`src/rtl/a2d_sweep.sv`:
```
// ---------------------------------------------------------------------------
// a2d_sweep
//   SPI master plus channel sequencer for the ADC128S 12-bit A2D.
//   Each nxt pulse runs one sweep over ch0 (lft_ld), ch4 (rght_ld) and
//   ch5 (batt). Every channel takes two 16-bit mode-0 frames. The A2D
//   answers with data for the channel named in the previous frame, so the
//   result comes back in the second frame.
//
// Ports
//   clk         system clock
//   rst         asynchronous active-high reset
//   nxt         single-clk pulse that starts a sweep (ignored while busy)
//   MISO        serial data from the A2D
//   SS_n        active-low slave select
//   SCLK        serial clock, idles high
//   MOSI        serial command data to the A2D
//   lft_ld      latest channel-0 result
//   rght_ld     latest channel-4 result
//   batt        latest channel-5 result
//   busy        high from the clk after an accepted nxt until sweep_done
//   sweep_done  one-clk pulse once all three results are updated
// ---------------------------------------------------------------------------
module a2d_sweep #(
  parameter int DIV_BITS = 5,
  parameter int GAP_CLKS = 4
) (
  input  logic        clk,
  input  logic        rst,
  input  logic        nxt,
  input  logic        MISO,
  output logic        SS_n,
  output logic        SCLK,
  output logic        MOSI,
  output logic [11:0] lft_ld,
  output logic [11:0] rght_ld,
  output logic [11:0] batt,
  output logic        busy,
  output logic        sweep_done
);

  localparam logic [DIV_BITS-1:0] DIV_ONE  = {{(DIV_BITS-1){1'b0}}, 1'b1};
  localparam logic [DIV_BITS-1:0] DIV_FULL = {DIV_BITS{1'b1}};
  // Half-full minus one: the clk before SCLK rises.
  localparam logic [DIV_BITS-1:0] DIV_SMPL = {1'b0, {(DIV_BITS-1){1'b1}}};
  // All ones with bit DIV_BITS-2 cleared gives the front porch before the
  // first SCLK fall.
  localparam logic [DIV_BITS-1:0] DIV_INIT = DIV_FULL & ~(DIV_ONE << (DIV_BITS-2));

  localparam int               GAP_W    = $clog2(GAP_CLKS) + 1;
  localparam logic [GAP_W-1:0] GAP_ONE  = {{(GAP_W-1){1'b0}}, 1'b1};
  localparam logic [GAP_W-1:0] GAP_LAST = GAP_W'(GAP_CLKS - 1);

  typedef enum logic [2:0] {
    S_IDLE = 3'd0,
    S_CMD  = 3'd1,
    S_GAP1 = 3'd2,
    S_READ = 3'd3,
    S_GAP2 = 3'd4,
    S_DONE = 3'd5
  } state_t;

  // Sweep position 0/1/2 maps onto A2D channels 0/4/5.
  function automatic logic [2:0] chan_code(input logic [1:0] idx);
    logic [2:0] code;
    case (idx)
      2'd0:    code = 3'd0;
      2'd1:    code = 3'd4;
      2'd2:    code = 3'd5;
      default: code = 3'd0;
    endcase
    return code;
  endfunction

  state_t              r_state;
  state_t              w_state_nxt;
  logic [DIV_BITS-1:0] r_div;
  logic                r_ss_n;
  logic [4:0]          r_bit_cnt;
  logic [15:0]         r_tx;
  logic [11:0]         r_rx;
  logic [GAP_W-1:0]    r_gap_cnt;
  logic [1:0]          r_ptr;
  logic [1:0]          w_ptr_nxt;
  logic [11:0]         r_lft;
  logic [11:0]         r_rght;
  logic [11:0]         r_batt;
  logic                r_busy;
  logic                r_sweep_done;

  logic                w_frm_start;
  logic                w_gap_start;
  logic                w_wr_res;
  logic                w_smpl;
  logic                w_shift;
  logic                w_frm_done;
  logic                w_gap_done;
  logic [15:0]         w_cmd;

  assign w_smpl     = ~r_ss_n & (r_div == DIV_SMPL);
  // No shift at the front-porch fall (count 0) nor after the 16th sample,
  // so MOSI presents bit 15 at the first rise and never sees a 17th fall.
  assign w_shift    = ~r_ss_n & (r_div == DIV_FULL) &
                      (r_bit_cnt != 5'd0) & (r_bit_cnt != 5'd16);
  // Frame ends with SCLK still high, one clk before it would fall again.
  assign w_frm_done = ~r_ss_n & (r_div == DIV_FULL) & (r_bit_cnt == 5'd16);
  assign w_gap_done = (r_gap_cnt == GAP_LAST);
  assign w_cmd      = {2'b00, chan_code(w_ptr_nxt), 11'h000};

  // State register.
  always_ff @(posedge clk or posedge rst) begin
    if (rst) begin
      r_state <= S_IDLE;
    end else begin
      r_state <= w_state_nxt;
    end
  end

  // Next-state and control decode.
  always_comb begin
    w_state_nxt = r_state;
    w_frm_start = 1'b0;
    w_gap_start = 1'b0;
    w_wr_res    = 1'b0;
    w_ptr_nxt   = r_ptr;
    case (r_state)
      S_IDLE: begin
        if (nxt) begin
          w_state_nxt = S_CMD;
          w_frm_start = 1'b1;
        end else begin
          w_state_nxt = S_IDLE;
        end
      end
      S_CMD: begin
        if (w_frm_done) begin
          w_state_nxt = S_GAP1;
          w_gap_start = 1'b1;
        end else begin
          w_state_nxt = S_CMD;
        end
      end
      S_GAP1: begin
        if (w_gap_done) begin
          w_state_nxt = S_READ;
          w_frm_start = 1'b1;
        end else begin
          w_state_nxt = S_GAP1;
        end
      end
      S_READ: begin
        if (w_frm_done) begin
          w_state_nxt = S_GAP2;
          w_gap_start = 1'b1;
          w_wr_res    = 1'b1;
        end else begin
          w_state_nxt = S_READ;
        end
      end
      S_GAP2: begin
        if (w_gap_done) begin
          if (r_ptr == 2'd2) begin
            w_state_nxt = S_DONE;
          end else begin
            w_state_nxt = S_CMD;
            w_frm_start = 1'b1;
            w_ptr_nxt   = r_ptr + 2'd1;
          end
        end else begin
          w_state_nxt = S_GAP2;
        end
      end
      S_DONE: begin
        w_state_nxt = S_IDLE;
        w_ptr_nxt   = 2'd0;
      end
      default: begin
        w_state_nxt = S_IDLE;
        w_ptr_nxt   = 2'd0;
      end
    endcase
  end

  // SPI engine: divider, slave select, bit counter, shift registers.
  always_ff @(posedge clk or posedge rst) begin
    if (rst) begin
      r_div     <= DIV_INIT;
      r_ss_n    <= 1'b1;
      r_bit_cnt <= 5'd0;
      r_tx      <= 16'h0000;
      r_rx      <= 12'h000;
    end else if (w_frm_start) begin
      r_div     <= DIV_INIT;
      r_ss_n    <= 1'b0;
      r_bit_cnt <= 5'd0;
      r_tx      <= w_cmd;
      r_rx      <= 12'h000;
    end else if (w_gap_start) begin
      r_div     <= DIV_INIT;
      r_ss_n    <= 1'b1;
      r_bit_cnt <= r_bit_cnt;
      r_tx      <= r_tx;
      r_rx      <= r_rx;
    end else begin
      r_div  <= r_ss_n ? r_div : (r_div + DIV_ONE);
      r_ss_n <= r_ss_n;
      if (w_smpl) begin
        r_bit_cnt <= r_bit_cnt + 5'd1;
        // Only 12 bits are kept; the four leading bits fall off the top.
        r_rx      <= {r_rx[10:0], MISO};
      end else begin
        r_bit_cnt <= r_bit_cnt;
        r_rx      <= r_rx;
      end
      if (w_shift) begin
        r_tx <= {r_tx[14:0], 1'b0};
      end else begin
        r_tx <= r_tx;
      end
    end
  end

  // Inter-frame gap counter.
  always_ff @(posedge clk or posedge rst) begin
    if (rst) begin
      r_gap_cnt <= {GAP_W{1'b0}};
    end else if (w_gap_start) begin
      r_gap_cnt <= {GAP_W{1'b0}};
    end else if ((r_state == S_GAP1) || (r_state == S_GAP2)) begin
      r_gap_cnt <= r_gap_cnt + GAP_ONE;
    end else begin
      r_gap_cnt <= r_gap_cnt;
    end
  end

  // Result registers: written only as their own second frame closes.
  always_ff @(posedge clk or posedge rst) begin
    if (rst) begin
      r_lft  <= 12'h000;
      r_rght <= 12'h000;
      r_batt <= 12'h000;
    end else if (w_wr_res) begin
      case (r_ptr)
        2'd0:    r_lft  <= r_rx;
        2'd1:    r_rght <= r_rx;
        2'd2:    r_batt <= r_rx;
        default: r_lft  <= r_lft;
      endcase
    end else begin
      r_lft  <= r_lft;
      r_rght <= r_rght;
      r_batt <= r_batt;
    end
  end

  // Sweep pointer and status flags.
  always_ff @(posedge clk or posedge rst) begin
    if (rst) begin
      r_ptr        <= 2'd0;
      r_busy       <= 1'b0;
      r_sweep_done <= 1'b0;
    end else begin
      r_ptr        <= w_ptr_nxt;
      r_busy       <= (w_state_nxt != S_IDLE) && (w_state_nxt != S_DONE);
      r_sweep_done <= (w_state_nxt == S_DONE);
    end
  end

  assign SS_n       = r_ss_n;
  assign SCLK       = r_div[DIV_BITS-1];
  assign MOSI       = r_tx[15];
  assign lft_ld     = r_lft;
  assign rght_ld    = r_rght;
  assign batt       = r_batt;
  assign busy       = r_busy;
  assign sweep_done = r_sweep_done;

endmodule

```
`config.mk`:
```
export PLATFORM = sky130hd
export DESIGN_NAME = a2d_sweep
export DESIGN_NICKNAME = d
export VERILOG_FILES = /design/src/rtl/a2d_sweep.sv
export SDC_FILE = /design/constraint.sdc
export NUM_CORES = 1
export LEC_CHECK = 0
export ABC_CLOCK_PERIOD_IN_PS = 7700
export BUFFER_PORTS_ARGS = -buffer_cell sky130_fd_sc_hd__buf_4
export CAP_MARGIN = 20
export CORE_ASPECT_RATIO = 1.25
export CORE_MARGIN = 5
export CORE_UTILIZATION = 35
export DETAILED_ROUTE_END_ITERATION = 10
export PLACE_DENSITY_LB_ADDON = 0.3
export RECOVER_POWER = 25
export SKIP_CTS_REPAIR_TIMING = 1
export SLEW_MARGIN = 20
export SYNTH_ARGS = -nofsm -noshare
export SYNTH_HDL_FRONTEND = slang
export SYNTH_SLANG_ARGS = --single-unit
```
`constraint.sdc`:
```
create_clock -name clk -period 7.7 [get_ports clk]
set_clock_uncertainty 0.05 [all_clocks]
set_input_delay 2.31 -clock clk [delete_from_list [all_inputs] [get_ports clk]]
set_output_delay 2.31 -clock clk [all_outputs]
set_load 0.005 [all_outputs]
```
# Word level (Yosys, flattened, before mapping)
# Cells that the tools add are included.
dict set report op_classes {
  div_mod_pow 0
  muxes 35
  n_bitwise 6
  mul 0
  eq_ne 17
  order_cmp 0
  shifts 0
  reduce_logical 17
  addsub 4
}
# operator count
set op_table {}
lappend op_table {{$mux 16} 3}
lappend op_table {{$mux 12} 3}
lappend op_table {{$mux 5} 6}
lappend op_table {{$mux 3} 5}
lappend op_table {{$pmux 3 s5} 1}
lappend op_table {{$mux 1} 11}
lappend op_table {{$add 5x1->5 const B} 2}
lappend op_table {{$eq 5x5->1 const B} 2}
lappend op_table {{$reduce_and 2->1} 5}
lappend op_table {{$eq 3x2->1 const B} 3}
lappend op_table {{$reduce_bool 2->1} 4}
lappend op_table {{$eq 3x3->1 const B} 2}
lappend op_table {{$mux 2} 3}
lappend op_table {{$pmux 3 s2} 1}
lappend op_table {{$and 1x1->1} 5}
lappend op_table {{$eq 5x4->1 const B} 1}
lappend op_table {{$ne 5x5->1 const B} 1}
lappend op_table {{$reduce_bool 5->1} 1}
lappend op_table {{$eq 2x1->1 const B} 2}
lappend op_table {{$eq 2x2->1 const B} 2}
lappend op_table {{$pmux 2 s2} 1}
lappend op_table {{$reduce_or 4->1} 1}
lappend op_table {{$add 3x1->3 const B} 1}
lappend op_table {{$eq 3x1->1 const B} 1}
lappend op_table {{12 further kinds} 12}
dict set report word_totals {
  output_inout_bits 41
  register_bits 85
  latchBits 0
  memories 0
  mem_bits_ro 0
  in_bits 4
  ramBits 0
}

# Longest topological paths before layout
# Gate-level depths: netlist of the first run.
dict set report depth {
  depth_word 7
  ltp_mapped 9
  ltp_nobuf 9
}

# Worst setup path after synthesis of the first run
# Ideal clock, no wire load.
dict set report synth_path {
  path_type {input port to flip-flop}
  startpoint {input nxt}
  endpoint {register r_div[0]}
  path_slack_ps 4409
  arrival_time_ps 3156
  n_path_buf 1
  setup_time_ps 84
  stages 5
  required_ps 7566
  path_cell_list {mux2i_1 -> o32ai_1 -> and2_1 -> buf_2 -> or2_2}
}
dict set report synth_between {
  elab_chain_cells 3
  elab_cells_between_ends 4
  classes_between {1 x eq/ne; 3 x mux}
}
# element line
set synth_lines {}
lappend synth_lines {{from (decl)} 29} ;# input logic nxt,
lappend synth_lines {{$mux 1 *} 127} ;# if (nxt) begin
lappend synth_lines {{$pmux 1 s3 *} 125} ;# case (r_state)
lappend synth_lines {{$ne 3x1->1 (no source line) or $mux 5 (tied branches)} n/a}
lappend synth_lines {{to (signal assigned)} 204} ;# r_div <= r_ss_n ? r_div : (r_div + DIV_ONE);
lappend synth_lines {{to (decl)} 76} ;# logic [DIV_BITS-1:0] r_div;
# Every way passes the cells marked *; elsewhere a longest branch is shown, timed or not.
# A chain may end at the register's enable or synchronous reset.

# Worst setup path in the final report of the first run
dict set report layout_path {
  startpoint {register r_ss_n, in the netlist SS_n}
  endpoint {output SS_n}
}
# element line
set layout_lines {}
lappend layout_lines {{from (decl)} 77} ;# logic r_ss_n;
lappend layout_lines {{from (signal assigned)} 205} ;# r_ss_n <= r_ss_n;
lappend layout_lines {{to (decl)} 31} ;# output logic SS_n,
# No word-level cell between the ends.

==> results of run 1 <==
==> layer usage <==
layer / up-vias / track usage (%) / part of all wire [%]
met5: - / 0 / 0
met4: 0 / 5.98 / 2.2
met3: 10 / 3.04 / 4.3
met2: 37 / 18.6 / 50
met1: 1034 / 14.2 / 44
li1: 993 / - / -
==> area by class of cell <==
type / instances / share of cell area, %
clock inverter: 2 / 1.47
inverter: 12 / 1.10
sequential: 74 / 45.4
multi-input combinational: 163 / 33.2
clock buffer: 14 / 6.70
timing repair buffer: 45 / 8.26
tap: 126 / 3.86
==> Yosys cell counts (all sizes together) (2+ instances only) <==
cell and number:
dfstp 5, a311oi 2, o21a 2, ha 12, nor2 27, clkbuf 2
mux2 36, inv 12, a21oi 2, nand4 2, nor3 3, mux2i 21
or2 3, o32ai 2, nor2b 3, nand3 5, nor3b 3, buf 10
and2 2, xnor2 5, dfrtp 69, o21bai 2, xor2 2, o211ai 2
and3 2, nand2 8
==> report_power, final <==
group | internal, W | total [W] | switching, W | leakage (nW)
registers | 0.000389 | 0.000389 | 0 | 0.891
clock network | 0.000310 | 0.000464 | 0.000153 | 0.163
logic | 0.00000153 | 0.00000943 | 0.00000789 | 0.865
total | 0.000701 | 0.000862 | 0.000161 | 1.92
==> worst max path at each step <==
stage	to	slack, ns	cells past startpoint
floorplan	batt[0]$_DFFE_PP0P_	3.47	1
global placement	r_tx[13]$_DFFE_PP0P_	3.79	5
detailed placement	r_tx[13]$_DFFE_PP0P_	3.78	5
CTS	SS_n	4.08	1
global route	r_tx[13]$_DFFE_PP0P_	4.00	5
finish	SS_n	4.11	1
==> metrics by stage <==
| stage | hold slack [ns] | area (um^2) | utilization, % | total power (W) | setup slack [ns] |
|---|---|---|---|---|---|
| after floorplan | 0.436 | 3480 | - | 0.000402 | 3.47 |
| after global placement | 0.442 | 3890 | 40.3 | 0.000406 | 3.79 |
| after detailed placement | 0.443 | 3890 | 40.3 | 0.000406 | 3.78 |
| after CTS | 0.461 | 4230 | 43.7 | 0.000878 | 4.08 |
| after global routing | 0.462 | 4090 | 42.3 | 0.000892 | 4.00 |
| final | 0.443 | 4090 | 42.3 | 0.000862 | 4.11 |
==> state kept, by name, indices dropped and copies added (netlist names) <==
register,cells
rght_ld,12
r_tx,5
r_div,5
batt,12
lft_ld,12
SS_n,1
r_rx,12
sweep_done,1
r_state,3
r_bit_cnt,5
r_ptr,2
busy,1
r_gap_cnt,3
==> cells in the final DEF, fill, tap and decap left out, types with 2 or more instances in the layout <==
cell | synthesis | layout
nor3_1 | 3 | 3
dfstp_2 | 5 | 4
o21a_1 | 2 | 2
mux2_2 | 6 | 6
buf_4 | 0 | 44
ha_1 | 12 | 12
bufinv_16 | 0 | 2
or2_2 | 3 | 3
mux2_1 | 0 | 30
clkbuf_8 | 0 | 3
nand2_1 | 5 | 8
a21oi_1 | 2 | 2
nand4_1 | 2 | 2
dfrtp_1 | 69 | 69
nor2b_1 | 3 | 3
clkbuf_16 | 0 | 9
xor2_1 | 2 | 2
o211ai_1 | 2 | 2
inv_1 | 12 | 11
xnor2_1 | 5 | 5
and3_1 | 1 | 2
nand3_1 | 5 | 5
o32ai_1 | 2 | 2
o21bai_1 | 2 | 2
clkbuf_1 | 2 | 2
nor2_1 | 27 | 27
mux2i_1 | 21 | 21
==> kinds of logic (layout without fill, tap and decap cells) <==
logic type / after synthesis / count (layout) / synth area share (%)
buffers and inverters: 24 / 73 / 3.84
flip-flops: 74 / 74 / 53.3
AND/OR/NAND/NOR: 65 / 65 / 10.5
adder cells (fa/ha/maj): 12 / 12 / 4.31
multiplexers: 57 / 57 / 20.9
XOR/XNOR: 7 / 7 / 1.76
AO/OA/AOI/OAI: 22 / 22 / 5.35
==> reports/metrics.yaml, run 1 <==
worst_setup_path:
  reg2reg_slack_ns: 4.88
  cp.required_ns: 5.34
  worst_setup_path_start_kind: "flip-flop"
  crit_path_top_delay_cell: "dfstp_2"
  crit_family: "flip-flops"
  path_cells: "buf_4"
  setup.worst_path.end_class: "primary output"
  r2r-end: "rght_ld[3]$_DFFE_PP0P_"
  arrival_ns: 1.23
  critPathKind: "reg2out"
  r2r_cells: 7
  cp_num_buf_inv: 1
  slowest_delay_ns: 0.73
  cp-startpoint: "SS_n$_DFFE_PP1P_"
  r2r_start: "r_div[0]$_DFFE_PP1P_"
  crit_fanout: 15
synthesis:
  synthFlopType: "dfrtp_1"
  synth_top_cell_area_share_pct: 49.6
  synth.distinct_cells: 50
  synth_area_mm2: 0.00348
  seq_area_frac_synth_pct: 53.3
  synthArstFlopShare_pct: 100
  synth.area.top_cells: "dfrtp_1, mux2_4, mux2i_1"
  syn_inst: 261
  synth_nets: 277
  synth.avg_cell_area_um2: 13.4
  synth-edff-count: 0
  yosys_warnings: 0
  netlist.top_cell.by_area: "dfrtp_1"
  ys_seq_elements: 74
clock_tree:
  path_clk_slew_ns: 0.05
  numCtsBuffers: 9
  cts_tree: "done"
  cts_buffer_depth: 2
  cts_root_buf: "clkbuf_16"
  clock_sinks: 74
  cts_htree_levels: 3
  clk_latency_ns: 0.33
route:
  drtPass1Iterations: 4
  vias_per_cell: 4.76
  wl_um: 6510
  drt_iter0_drc: 71
  drtAntennaViolNets: 0
  via_count: 2074
  drc: 0
  wire_per_inst_um: 14.9
final_layout:
  antennaDiodeCount: 0
  fillers: 927
  ff_latch_area_mm2: 0.00186
  multi_input_area_mm2: 0.00136
  nets: 321
  area_growth_pct: 17.3
  fin_cells: 436
  final_layout_size_suffix_gt1_share_pct: 25.5
die:
  fp.dieH_um: 122
  fp.dieW_um: 99.2
  core_area_mm2: 0.00966
  die_area_mm2: 0.0121
  io_pins: 45
  start_util_pct: 36.1
  core.rowCount: 40
global_route:
  overflow: 0
  grt_antenna_before_repair: 0
  grt_usage_pct: 11.6
  grt_pass1_wl_um: 10900
  grt_pass1_vias: 2161
  grt_max_degree: 75
timing:
  worstMarginPinSlew_ns: 1.02
  fmax_mhz: 278
  drv_slew: 0
  hold_viol: 0
  rsz0062_at_grt: "false"
  setup_viol_count_final: 0
  setup-tns-final_ns: 0
  fin_crit_sh_pct: 46.7
  period_needed_ns: 3.59
  slew_headroom_pct: 31.9
run:
  max_cap_viol_count: 0
outcome:
  status: "finished, final reports clean"
place:
  dpl.hpwl_um: 4350
  dp_cells: 420
  portBuffers: 44
  routabilityCongestion: 0.767
pwr:
  cellLeakagePower_nw: 1.92
  ir_drop_mv: 0.0919
  p_per_area_mw_per_mm2: 211
worst_hold_path:
  holdPathStages: 1
  min-delay-start: "lft_ld[0]$_DFFE_PP0P_"
  hold_end: "lft_ld[0]$_DFFE_PP0P_"
  hold_class: "reg2reg"
Note: power is estimated with default switching activity, not from simulation.
==> inputs of run 2 (changes only) <==
- ABC_AREA: unset -> 1
- ABC_CLOCK_PERIOD_IN_PS: 7700 -> 3150
- clock period: 7.7 -> 3.15 ns (I/O delays scaled with it)
==> run 2 against run 1 <==
Worst setup slack got worse by 3.4 ns. Combinational power rose to 2.6 times the previous value. Global-route usage rose by 0.44 points. Wire length rose by 0.92%. Design area barely moved. Total power rose by 130%. Core utilization rose by 2.0 points. Critical path type is now reg2reg.
==> reports/metrics.yaml, run 2 <==
outcome:
  status: "finished, final reports clean"
final_layout:
  ff_latch_area_mm2: 0.00186  # unchanged
  final_layout_size_suffix_gt1_share_pct: 23.4  # -2.1 points
  final_cell_mix: "nand2_1, dfrtp_1, buf_4"
  fin_area_mm2: 0.00409  # about the same
  antennaDiodeCount: 0  # unchanged
  final_common_cell: "nand2_1"
  nets: 422  # +31%
  multi_input_area_mm2: 0.00127  # -6.2%
  area_growth_pct: 22.8
  fillers: 900  # -2.9%
synthesis:
  synth-edff-count: 0  # unchanged
  seq_area_frac_synth_pct: 55.8  # +2.5 points
  ys_seq_elements: 74  # unchanged
  netlist.top_cell.by_area: "dfrtp_1"
  yosysMostFrequentCell: "nand2_1"
  syn_inst: 359  # +38%
  synth.distinct_cells: 29  # -42%
  yosys_warnings: 0  # unchanged
  synth_nets: 375  # +35%
  synth_area_mm2: 0.00333  # -4.5%
  ys_top_cells_by_count: "nand2_1, dfrtp_1, o21ai_1"
  synth.area.top_cells: "dfrtp_1, nand2_1, o21ai_1"
  synthFlopType: "dfrtp_1"
  synth.avg_cell_area_um2: 9.27  # -31%
  synth_top_cell_area_share_pct: 51.9  # +2.3 points
  synthArstFlopShare_pct: 100  # unchanged
worst_setup_path:
  critPathKind: "reg2reg"
  path_cells: "ha_1 > and3_1 > ha_1 > nand3_2 > nor2_4 > nand2_4 > nor2_4 > nand2_2 > nand2_1 > o21ai_2"
  cp.required_ns: 3.30  # -2.04 ns
  arrival_ns: 2.58  # +1.35 ns
  reg2reg_slack_ns: 0.72  # -4.16 ns
  cp-startpoint: "r_div[0]$_DFFE_PP1P_"
  slowest_delay_ns: 0.55  # -0.18 ns
  r2r-end: "lft_ld[6]$_DFFE_PP0P_"
  crit_fanout: 24  # +9
  setup.worst_path.end_class: "flip-flop"
  r2r_cells: 10  # +3
  worst_setup_path_start_kind: "flip-flop"
  crit_path_top_delay_cell: "dfstp_2"
  r2r_start: "r_div[0]$_DFFE_PP1P_"
clock_tree:
  path_clk_slew_ns: 0.06  # about the same
  clk_latency_ns: 0.33  # about the same
  cts_root_buf: "clkbuf_16"
  cts_buffer_depth: 2  # unchanged
  cts_tree: "done"
  numCtsBuffers: 9  # unchanged
  clock_sinks: 74  # unchanged
  cts_htree_levels: 3  # unchanged
route:
  wl_um: 6570  # +0.92%
  vias_per_cell: 4.63  # -2.8%
  via_count: 2470  # +19%
  drc: 0  # unchanged
  drt_iter0_drc: 92  # +30%
  wire_per_inst_um: 12.3  # -18%
  drtAntennaViolNets: 0  # unchanged
  drtPass1Iterations: 4  # unchanged
global_route:
  grt_max_degree: 46  # -39%
  overflow: 0  # unchanged
  grt_pass1_vias: 2382  # +10%
  grt_usage_pct: 12.0  # +0.44 points
  grt_antenna_before_repair: 0  # unchanged
  grt_pass1_wl_um: 11400  # +5.0%
timing:
  worstMarginPinSlew_ns: 1.18  # +0.162 ns
  fmax_mhz: 412
  rsz0062_at_grt: "false"
  fin_crit_sh_pct: 77.1
  slew_headroom_pct: 21.0  # -11 points
  period_needed_ns: 2.43
  hold_viol: 0  # unchanged
  drv_slew: 0  # unchanged
  setup_viol_count_final: 0  # unchanged
  holdWs_ns: 0.420  # -0.0229 ns
  setup-tns-final_ns: 0  # unchanged
pwr:
  power_w: 0.00203  # +130%
  p_per_area_mw_per_mm2: 496  # +140%
  ir_drop_mv: 0.283  # +210%
  cellLeakagePower_nw: 2.04  # +6.2%
die:
  die_area_mm2: 0.0116  # -4.1%
  io_pins: 45  # unchanged
  core_area_mm2: 0.00922  # -4.5%
  fp.dieW_um: 97.2  # -2.1%
  core.rowCount: 39  # -2.5%
  start_util_pct: 36.1  # about the same
  fp.dieH_um: 119  # -2.1%
run:
  max_cap_viol_count: 0  # unchanged
worst_hold_path:
  min-delay-start: "r_tx[13]$_DFFE_PP0P_"
  hold_class: "reg2reg"
  hold_end: "r_tx[14]$_DFFE_PP0P_"
  holdPathStages: 2  # +1
place:
  dpl_cell_area_mm2: 0.00377  # -3.0%
  routabilityCongestion: 0.800  # +4.4%
  portBuffers: 44  # unchanged
  dpl.hpwl_um: 4680  # +7.5%
[run 2: cell count changes after synthesis, moves of 18 or more]
| cell | change |
|---|---|
| o21ai_1 | +32 |
| nand2_1 | +101 |
| mux2_4 | -30 |
| nand3_1 | +26 |
| mux2i_1 | -21 |
| inv_1 | +18 |
[run 2: kinds of logic (layout without fill, tap and decap cells)]
kind of cell / count (synthesis) / in the layout / synth area share [%]
AO/OA/AOI/OAI: 53 / 53 / 9.74
XOR/XNOR: 5 / 5 / 1.32
AND/OR/NAND/NOR: 170 / 170 / 22.7
buffers and inverters: 45 / 97 / 5.90
adder cells (fa/ha/maj): 12 / 12 / 4.51
flip-flops: 74 / 74 / 55.8
[run 2: final cells by class]
class	count	area share, %
timing repair buffer	46	8.76
inverter	35	3.22
clock inverter	6	1.78
multi-input combinational	240	31.1
sequential	74	45.5
clock buffer	10	5.85
tap	123	3.77
[run 2: where the power goes]
part / leakage [nW] / internal (W) / switching [W] / total (W)
logic: 0.887 / 0.00000492 / 0.0000192 / 0.0000241
registers: 1.00 / 0.000951 / 0 / 0.000951
clock network: 0.150 / 0.000643 / 0.000408 / 0.00105
[run 2: worst max-delay path, delay by kind of cell (launching register included)]
family                   cells  cell delay [ns]
AND/OR/NAND/NOR              7             1.25
AO/OA/AOI/OAI                1             0.06
adder cells (fa/ha/maj)      2             0.37
flip-flops                   1             0.55
[run 2: worst max path at each step]
stage	end	slack (ns)	cells past startpoint
after detailed placement	lft_ld[3]$_DFFE_PP0P_	0.70	10
after global routing	lft_ld[5]$_DFFE_PP0P_	0.50	10
final	lft_ld[6]$_DFFE_PP0P_	0.72	10
after floorplan	batt[0]$_DFFE_PP0P_	0.28	1
after global placement	lft_ld[0]$_DFFE_PP0P_	0.76	10
after CTS	lft_ld[6]$_DFFE_PP0P_	0.69	10
[run 2: through the flow]
step	util (%)	std cells	setup slack, ns
2_1_floorplan	-	359	0.282
3_3_place_gp	40.9	518	0.758
3_5_place_dp	40.9	518	0.699
4_1_cts	44.3	534	0.688
5_1_grt	44.3	534	0.499
6_report	44.3	534	0.721
[run 2: layer usage]
layer	vias to the layer above	track usage [%]	part of all wire (%)
met5	-	0	0
met4	0	4.74	1.4
met3	9	3.80	5.5
met2	52	19.9	48
met1	1150	14.5	45
li1	1259	-	-
